[src/rtl/beta_seq_ctl_if.sv]
// Opcode/status inputs and datapath control bundle of the Beta sequencer.
// master = sequencer side, slave = instruction register / datapath side.
interface beta_seq_ctl_if;
  logic [5:0] op;
  logic       z;
  logic       irq;
  logic       sup;
  logic       mem_ready;
  logic [5:0] alufn;
  logic [2:0] pcsel;
  logic [1:0] wdsel;
  logic       asel;
  logic       bsel;
  logic       moe;
  logic       mwr;
  logic       ra2sel;
  logic       wasel;
  logic       werf;
  logic       pc_en;
  logic       busy;

  modport master (
    input  op, z, irq, sup, mem_ready,
    output alufn, pcsel, wdsel, asel, bsel, moe, mwr, ra2sel, wasel, werf, pc_en, busy
  );

  modport slave (
    output op, z, irq, sup, mem_ready,
    input  alufn, pcsel, wdsel, asel, bsel, moe, mwr, ra2sel, wasel, werf, pc_en, busy
  );
endinterface

[src/rtl/beta_seq_ctl.sv]
// Beta control unit: opcode decode, multi-cycle MUL/DIV, memory wait states, IRQ trap.
// Controls are combinational; MUL/DIV stall pc_en for N-1 cycles, memory ops stall until mem_ready.
module beta_seq_ctl #(
  parameter int MUL_CYCLES  = 4,
  parameter int DIV_CYCLES  = 16,
  parameter bit MEM_WAIT_EN = 1'b1
) (
  input logic           clk,
  input logic           reset_n,
  beta_seq_ctl_if.master bus
);
  localparam int MAX_N = (MUL_CYCLES > DIV_CYCLES) ? MUL_CYCLES : DIV_CYCLES;
  localparam int CW    = (MAX_N > 2) ? $clog2(MAX_N - 1) : 1;
  localparam logic [CW-1:0] MUL_INIT = CW'((MUL_CYCLES > 1) ? MUL_CYCLES - 2 : 0);
  localparam logic [CW-1:0] DIV_INIT = CW'((DIV_CYCLES > 1) ? DIV_CYCLES - 2 : 0);

  localparam logic [5:0] OP_LD  = 6'h18;
  localparam logic [5:0] OP_ST  = 6'h19;
  localparam logic [5:0] OP_JMP = 6'h1B;
  localparam logic [5:0] OP_BEQ = 6'h1C;
  localparam logic [5:0] OP_BNE = 6'h1D;
  localparam logic [5:0] OP_LDR = 6'h1F;

  typedef enum logic {RUN, MD_BUSY} state_t;

  typedef struct packed {
    logic [5:0] alufn;
    logic [2:0] pcsel;
    logic [1:0] wdsel;
    logic       asel;
    logic       bsel;
    logic       moe;
    logic       mwr;
    logic       ra2sel;
    logic       wasel;
    logic       werf;
    logic       pc_en;
    logic       busy;
  } ctl_t;

  state_t        state_q, state_d;
  logic [CW-1:0] cnt_q, cnt_d;
  logic          stall_q, stall_d;
  logic          irq_s1, irq_s2, irq_pend;
  logic          trap, werf_ok, pc_en, busy;
  logic          is_alu, is_mul, is_md, is_mem, md_multi;
  ctl_t          dec, ctl;

  assign is_alu   = bus.op[5] && (bus.op[3:0] != 4'h7) && (bus.op[3:0] != 4'hF);
  assign is_mul   = bus.op[5] && (bus.op[3:0] == 4'h2);
  assign is_md    = bus.op[5] && (bus.op[3:1] == 3'b001);
  assign is_mem   = (bus.op == OP_LD) || (bus.op == OP_ST) || (bus.op == OP_LDR);
  assign md_multi = is_mul ? (MUL_CYCLES > 1) : (DIV_CYCLES > 1);

  always_comb begin
    dec = '0;
    case (bus.op)
      OP_LD:  begin dec.alufn = 6'b010000; dec.bsel = 1'b1; dec.moe = 1'b1; dec.wdsel = 2'd2; dec.werf = 1'b1; end
      OP_ST:  begin dec.alufn = 6'b010000; dec.bsel = 1'b1; dec.mwr = 1'b1; dec.ra2sel = 1'b1; end
      OP_JMP: begin dec.pcsel = 3'd2; dec.werf = 1'b1; end
      OP_BEQ: dec.pcsel = {2'b00, bus.z};
      OP_BNE: dec.pcsel = {2'b00, ~bus.z};
      OP_LDR: begin dec.alufn = 6'b100000; dec.asel = 1'b1; dec.moe = 1'b1; dec.wdsel = 2'd2; dec.werf = 1'b1; end
      default: begin
        if (is_alu) begin
          dec.alufn = {2'b01, bus.op[3:0]};
          dec.bsel  = bus.op[4];
          dec.wdsel = 2'd1;
          dec.werf  = 1'b1;
        end else begin
          dec.pcsel = 3'd3;
          dec.wasel = 1'b1;
          dec.werf  = 1'b1;
        end
      end
    endcase
  end

  always_comb begin
    state_d = state_q;
    cnt_d   = cnt_q;
    stall_d = 1'b0;
    trap    = 1'b0;
    werf_ok = 1'b1;
    pc_en   = 1'b1;
    busy    = 1'b0;
    case (state_q)
      RUN: begin
        // A boundary is any RUN cycle not continuing a memory stall.
        if (!stall_q && irq_pend && !bus.sup) begin
          trap = 1'b1;
        end else if (is_md && md_multi) begin
          werf_ok = 1'b0;
          pc_en   = 1'b0;
          busy    = 1'b1;
          state_d = MD_BUSY;
          cnt_d   = is_mul ? MUL_INIT : DIV_INIT;
        end else if (is_mem && MEM_WAIT_EN && !bus.mem_ready) begin
          werf_ok = 1'b0;
          pc_en   = 1'b0;
          stall_d = 1'b1;
        end
      end
      MD_BUSY: begin
        if (cnt_q == '0) begin
          state_d = RUN;
        end else begin
          werf_ok = 1'b0;
          pc_en   = 1'b0;
          busy    = 1'b1;
          cnt_d   = cnt_q - 1'b1;
        end
      end
      default: state_d = RUN;
    endcase
  end

  always_comb begin
    ctl       = dec;
    ctl.werf  = dec.werf & werf_ok;
    ctl.pc_en = pc_en;
    ctl.busy  = busy;
    if (trap) begin
      ctl       = '0;
      ctl.pcsel = 3'd4;
      ctl.wasel = 1'b1;
      ctl.werf  = 1'b1;
      ctl.pc_en = 1'b1;
    end
    if (!reset_n) ctl = '0;
  end

  assign bus.alufn  = ctl.alufn;
  assign bus.pcsel  = ctl.pcsel;
  assign bus.wdsel  = ctl.wdsel;
  assign bus.asel   = ctl.asel;
  assign bus.bsel   = ctl.bsel;
  assign bus.moe    = ctl.moe;
  assign bus.mwr    = ctl.mwr;
  assign bus.ra2sel = ctl.ra2sel;
  assign bus.wasel  = ctl.wasel;
  assign bus.werf   = ctl.werf;
  assign bus.pc_en  = ctl.pc_en;
  assign bus.busy   = ctl.busy;

  always_ff @(posedge clk or negedge reset_n) begin
    if (!reset_n) begin
      state_q  <= RUN;
      cnt_q    <= '0;
      stall_q  <= 1'b0;
      irq_s1   <= 1'b0;
      irq_s2   <= 1'b0;
      irq_pend <= 1'b0;
    end else begin
      state_q  <= state_d;
      cnt_q    <= cnt_d;
      stall_q  <= stall_d;
      irq_s1   <= bus.irq;
      irq_s2   <= irq_s1;
      irq_pend <= irq_s2 | (irq_pend & ~trap);
    end
  end
endmodule

[src/flat_wrapper.sv]
// flat-port wrapper written by rule: the top's interface ports become plain ports
module beta_seq_ctl_flat 
#(
  parameter int MUL_CYCLES  = 4,
  parameter int DIV_CYCLES  = 16,
  parameter bit MEM_WAIT_EN = 1'b1
)
  (clk, reset_n, bus_op, bus_z, bus_irq, bus_sup, bus_mem_ready, bus_alufn, bus_pcsel, bus_wdsel, bus_asel, bus_bsel, bus_moe, bus_mwr, bus_ra2sel, bus_wasel, bus_werf, bus_pc_en, bus_busy);
  beta_seq_ctl_if bus_i ();
  input logic clk;
  input logic reset_n;
  input wire logic [$bits(bus_i.op)-1:0] bus_op;
  input wire logic [$bits(bus_i.z)-1:0] bus_z;
  input wire logic [$bits(bus_i.irq)-1:0] bus_irq;
  input wire logic [$bits(bus_i.sup)-1:0] bus_sup;
  input wire logic [$bits(bus_i.mem_ready)-1:0] bus_mem_ready;
  output wire logic [$bits(bus_i.alufn)-1:0] bus_alufn;
  output wire logic [$bits(bus_i.pcsel)-1:0] bus_pcsel;
  output wire logic [$bits(bus_i.wdsel)-1:0] bus_wdsel;
  output wire logic [$bits(bus_i.asel)-1:0] bus_asel;
  output wire logic [$bits(bus_i.bsel)-1:0] bus_bsel;
  output wire logic [$bits(bus_i.moe)-1:0] bus_moe;
  output wire logic [$bits(bus_i.mwr)-1:0] bus_mwr;
  output wire logic [$bits(bus_i.ra2sel)-1:0] bus_ra2sel;
  output wire logic [$bits(bus_i.wasel)-1:0] bus_wasel;
  output wire logic [$bits(bus_i.werf)-1:0] bus_werf;
  output wire logic [$bits(bus_i.pc_en)-1:0] bus_pc_en;
  output wire logic [$bits(bus_i.busy)-1:0] bus_busy;
  assign bus_i.op = bus_op;
  assign bus_i.z = bus_z;
  assign bus_i.irq = bus_irq;
  assign bus_i.sup = bus_sup;
  assign bus_i.mem_ready = bus_mem_ready;
  assign bus_alufn = bus_i.alufn;
  assign bus_pcsel = bus_i.pcsel;
  assign bus_wdsel = bus_i.wdsel;
  assign bus_asel = bus_i.asel;
  assign bus_bsel = bus_i.bsel;
  assign bus_moe = bus_i.moe;
  assign bus_mwr = bus_i.mwr;
  assign bus_ra2sel = bus_i.ra2sel;
  assign bus_wasel = bus_i.wasel;
  assign bus_werf = bus_i.werf;
  assign bus_pc_en = bus_i.pc_en;
  assign bus_busy = bus_i.busy;
  beta_seq_ctl #(.MUL_CYCLES(MUL_CYCLES), .DIV_CYCLES(DIV_CYCLES), .MEM_WAIT_EN(MEM_WAIT_EN)) u_core (.clk(clk), .reset_n(reset_n), .bus(bus_i));
endmodule
[config.mk]
export PLATFORM = sky130hd
export DESIGN_NAME = beta_seq_ctl_flat
export DESIGN_NICKNAME = d
export VERILOG_FILES = /design/src/rtl/beta_seq_ctl_if.sv /design/src/rtl/beta_seq_ctl.sv /design/src/flat_wrapper.sv
export SDC_FILE = /design/constraint.sdc
export NUM_CORES = 1
export LEC_CHECK = 0
export BUFFER_PORTS_ARGS = -buffer_cell sky130_fd_sc_hd__buf_2
export CAP_MARGIN = 20
export CORE_ASPECT_RATIO = 1.4
export CORE_MARGIN = 2
export CORE_UTILIZATION = 27
export CTS_BUF_LIST = sky130_fd_sc_hd__clkbuf_8
export CTS_CLUSTER_SIZE = 24
export DETAILED_ROUTE_END_ITERATION = 10
export GPL_TIMING_DRIVEN = 0
export PLACE_DENSITY = 0.55
export SYNTH_ARGS = -nofsm -noshare
export SYNTH_HDL_FRONTEND = slang
export SYNTH_SLANG_ARGS = --single-unit
[constraint.sdc]
create_clock -name clk -period 3.03 [get_ports clk]
set_clock_uncertainty 0.15 [all_clocks]
set_input_delay 0.909 -clock clk [delete_from_list [all_inputs] [get_ports clk]]
set_output_delay 0.909 -clock clk [all_outputs]
set_load 0.1 [all_outputs]
[Word-level counts from Yosys, hierarchy flattened]
Cells that the tools add are included.
Operators by class
  reductions and logical operators: 22
  mux-type cells: 36
  bitwise gates (word level): 6
  div/mod/pow operators: 0
  shift-type cells: 0
  order comparisons: 0
  equality and inequality tests: 13
  $mul: 0
  $add $sub $neg: 1
Operator list (count)
  $mux 20: 2
  $eq 6x5->1 const B: 6
  $mux 1: 20
  $pmux 6 s3: 1
  $mux 4: 4
  $pmux 3 s4: 1
  $reduce_or 3->1: 3
  $pmux 4 s2: 1
  $reduce_or 4->1: 2
  $logic_and 1x1->1: 7
  $pmux 1 s2: 3
  $reduce_or 6->1: 1
  $mux 5: 1
  $eq 4x2->1 const B: 1
  $logic_not 4->1: 1
  $mux 2: 2
  $ne 2x2->1 const B: 2
  $ne 4x3->1 const B: 1
  $ne 4x4->1 const B: 1
  $pmux 2 s2: 1
  $reduce_or 2->1: 2
  $sub 4x1->4 const B: 1
  $eq 3x1->1 const B: 1
  $logic_not 1->1: 3
  other kinds (6): 10
Storage, ports and cells
  RAM bits: 0
  memory bits (read-only): 0
  latch bits: 0
  output and inout bits: 20
  bits in registers: 9
  memories kept: 0

[Depth between registers and ports, before layout]
  depth after elaboration: 11
  gate-level depth with buffers: 6
  depth with buffers taken out: 6

[Worst setup path before layout]
No wires, ideal clock.
  path type: input port to output port
  start point: input port bus_op[1]
  end point: output port bus_werf
  buffers on the path: 1
  arrival time: 4518 ps
  cell stages on the path: 5
  slack: -2547 ps
  cells stage by stage: buf_6 -> nand3_1 -> a2111o_1 -> nor2_1 -> o41ai_1
On the way
  longest elaborated chain between the ends: 11
  elaborated cells between the ends (all ways): 19
RTL lines
  start: declaration: line flat_wrapper.sv:12  | input wire logic [$bits(bus_i.op)-1:0] bus_op;
  $eq 6x5->1: line beta_seq_ctl.sv:52, beta_seq_ctl.sv:57
  $logic_or 1x1->1 (2 in a row): line beta_seq_ctl.sv:52  | assign is_mem = (bus.op == OP_LD) || (bus.op == OP_ST) || (bus.op == OP_LDR);
  $logic_and 1x1->1: line beta_seq_ctl.sv:98  | end else if (is_mem && MEM_WAIT_EN && !bus.mem_ready) begin
  $mux 1: line beta_seq_ctl.sv:98
  $mux 1: line beta_seq_ctl.sv:92  | end else if (is_md && md_multi) begin
  $mux 1: line beta_seq_ctl.sv:90  | if (!stall_q && irq_pend && !bus.sup) begin
  $pmux 1 s2: line beta_seq_ctl.sv:87  | case (state_q)
  $and 1x1->1 (*): line beta_seq_ctl.sv:120  | ctl.werf = dec.werf & werf_ok;
  $mux 20 (*): line beta_seq_ctl.sv:123  | if (trap) begin
  $mux 20 (*): line beta_seq_ctl.sv:130  | if (!reset_n) ctl = '0;
  end: declaration: line flat_wrapper.sv:26  | output wire logic [$bits(bus_i.werf)-1:0] bus_werf;
Every way passes the cells marked *; elsewhere a longest branch is shown, timed or not.

[Final worst setup path]
  start point: input port bus_sup
  end point: output port bus_ra2sel
On the way
  longest elaborated chain between the ends: 6
RTL lines
  start: declaration: line flat_wrapper.sv:15  | input wire logic [$bits(bus_i.sup)-1:0] bus_sup;
  $logic_not 1->1: line beta_seq_ctl.sv:90
  $logic_and 1x1->1: line beta_seq_ctl.sv:90
  $mux 1: line beta_seq_ctl.sv:90
  $mux 1: line beta_seq_ctl.sv:87
  $mux 20: line beta_seq_ctl.sv:123
  $mux 20: line beta_seq_ctl.sv:130
  end: declaration: line flat_wrapper.sv:24  | output wire logic [$bits(bus_i.ra2sel)-1:0] bus_ra2sel;
No other way between the ends.

==> flow_summary.json <==
{
  "fill_cells": 212,
  "hold_buffers": 0,
  "ys_ff_latch": 9,
  "portBuffers": 30,
  "synthesis.area_um2": 777,
  "avgSynthCellArea_um2": 8.45,
  "rsz0062_at_grt": "true",
  "die_area_um2": 3330,
  "synth_simple_gate_area_frac": 0.385,
  "ys_types": 36,
  "min_period_ps": 3250,
  "synth_ff_type": "dfrtp_1",
  "p_leak_nw": 0.744,
  "synth_top_family_by_area": "simple AND/OR/NAND/NOR gates",
  "post_drt_wl_per_cell_um": 16.3,
  "timing.final.crit_share": 1.07,
  "ioPinCount": 32,
  "synth_compound_area_frac": 0.196,
  "core-area_um2": 2790,
  "grt_pass1_vias": 913,
  "final_nets": 161,
  "hp-class": "register to register",
  "status": "finished with violations",
  "drtIter0Drc": 18,
  "cp_common_cell": "buf_12",
  "yosys-top-cells-area": "dfrtp_1 (29%), nor2_1 (6.3%), nand3_1 (4.5%)",
  "clock.fmax_mhz": 307,
  "drive_gt1_frac": 0.633,
  "ir_drop_v": 0.000444,
  "synth_warnings": 0,
  "routed-via-count": 917,
  "path_clk_slew_ps": 50,
  "drt-total-wl_um": 2990,
  "report.final.setup_viol": 17,
  "synthMuxAreaShare": 0.0258,
  "hold_viol_final": 0,
  "syn2layout_area_growth_pct": 127,
  "violations": "negative setup slack",
  "grt_overflow": 0,
  "htree_levels": 1,
  "drc_errors": 0,
  "max_slew_margin": 0.698,
  "ant_nets": 0,
  "final_max_slew_viol_count": 0,
  "cts_tree": "done",
  "worstPathRequired_ps": 1970,
  "path_buf_inv": 3,
  "clk_path_buf_depth": 2,
  "insertion_delay_ps": 230,
  "grt_usage": 0.179,
  "final.setup.worst_slack_ps": -225,
  "synth_edf_count": 0,
  "crit_fanout": 4,
  "drt_pass1_iterations": 4,
  "power.density_nw_per_um2": 403,
  "critPathTopFamily": "simple AND/OR/NAND/NOR gates",
  "grt_first_pass_wirelength_um": 4480,
  "numClockSinks": 9,
  "syn-num-nets": 105,
  "seq_area_um2": 225,
  "place_congestion": 0.761,
  "synthCells": 92,
  "synth_fa_ha_area_frac": 0.0161,
  "root_buffer": "clkbuf_8",
  "routed_via_density": 4.98,
  "critPathKind": "primary input to output pin",
  "multi_input_area_um2": 676,
  "crit_path_start_kind": "primary input",
  "antenna_found_initial": 0,
  "hpwl_um": 1650,
  "num_rows": 23,
  "cp.arrival_ps": 2200,
  "path_cells": "buf_8 -> or4b_4 -> nand2_8 -> or3_4 -> nor3_4 -> buf_12 -> buf_12",
  "diodes": 0,
  "max_cap_viol_count": 0,
  "seq_area_frac_synth": 0.290,
  "cpPeakStageDelay_ps": 550,
  "p_total_mw": 0.711,
  "die_w_um": 49.3,
  "netlist.area_leader.share": 0.290,
  "cts_made_buffers": 3,
  "worstMarginPinSlew_ps": 452,
  "fp.dieH_um": 67.5,
  "start_util": 0.278,
  "crit_path_end_kind": "output pin",
  "async_reset_ff_frac": 1.00,
  "grt_max_degree": 15,
  "slowest_stage": "or4b_4",
  "synth_most_common_cell": "nor2_1",
  "synth_commonest_cells": "nor2_1 (13), dfrtp_1 (9), inv_1 (8), nand2_1 (8), nand3_1 (7)",
  "finalCoreUtilization": 0.632,
  "synth_xor_area_frac": 0,
  "synth_top_cell_by_area": "dfrtp_1"
}
-- cell type report --
cell class,instances,share of cell area
inverters,10,0.0241
well taps,37,0.0262
clock inverters,1,0.00284
clock buffers,3,0.0234
plain buffers,4,0.0404
multi-input cells,69,0.383
repair buffers,51,0.372
flip-flops and latches,9,0.128
-- worst paths after layout --
path	end	cells past startpoint	slack, ps	from
max in group asynchronous	u_core.cnt_q[1]	1	2230	reset_n
min	u_core.irq_s2	0	200	u_core.irq_s1
max reg2reg	u_core.cnt_q[2]	8	990	u_core.cnt_q[0]
min in group asynchronous	u_core.cnt_q[0]	1	350	reset_n
min reg2reg	u_core.irq_s2	0	200	u_core.irq_s1
max	bus_ra2sel	7	-220	bus_sup
-- state kept, by name, summed over array words and instances, names as in the netlist --
register / cells
u_core.irq_s2: 1
u_core.irq_s1: 1
u_core.stall_q: 1
u_core.state_q: 1
u_core.cnt_q: 4
u_core.irq_pend: 1
-- cell usage in the layout, fill, tap and decap left out, drive strengths merged, types with 5 or more instances in the layout --
cell type,netlist,routed
nand2,9,9
nand3,7,7
a21oi,5,5
nor2,13,13
dfrtp,9,9
buf,4,55
inv,10,10
-- routing by layer --
| layer | up-vias | track usage | share of wire | routed length, µm |
|---|---|---|---|---|
| met4 | 0 | 0.0857 | 0.019 | 56 |
| li1 | 435 | - | - | - |
| met1 | 441 | 0.196 | 0.40 | 1190 |
| met3 | 6 | 0.0376 | 0.040 | 119 |
| met2 | 35 | 0.328 | 0.54 | 1630 |
| met5 | - | 0 | 0 | 0 |
-- through the flow --
stage	setup WS [ps]	TNS [ps]	hold WS, ps	area [µm²]	std cells
2_1_floorplan	-637	-4360	181	921	92
3_3_place_gp	-530	-5870	184	1120	159
3_5_place_dp	-595	-6160	190	1120	159
4_1_cts	-233	-2350	201	1610	174
5_1_grt	-261	-2480	203	1760	184
6_report	-225	-1860	199	1760	184
-- where the power goes --
part / internal (mW) / leakage [nW] / switching (mW) / total (mW)
Combinational: 0.160 / 0.610 / 0.231 / 0.391
Sequential: 0.151 / 0.108 / 0.0320 / 0.183
Clock: 0.0896 / 0.0255 / 0.0469 / 0.136
-- logic make-up (layout without fill, tap and decap cells) --
logic type,Yosys count,after routing
simple gates,45,45
buf+inv,14,69
mux,2,2
flops,9,9
compound gates,21,21
fa+ha+maj,1,1
-- repair_timing --
item / CTS / global route
buffers inserted: 11 / 9
cloned: 0 / 1
pin swaps: 13 / 9
setup endpoints to repair: 20 / 20
gates resized for setup: 93 / 20
Note: power is estimated with default switching activity, not from simulation.
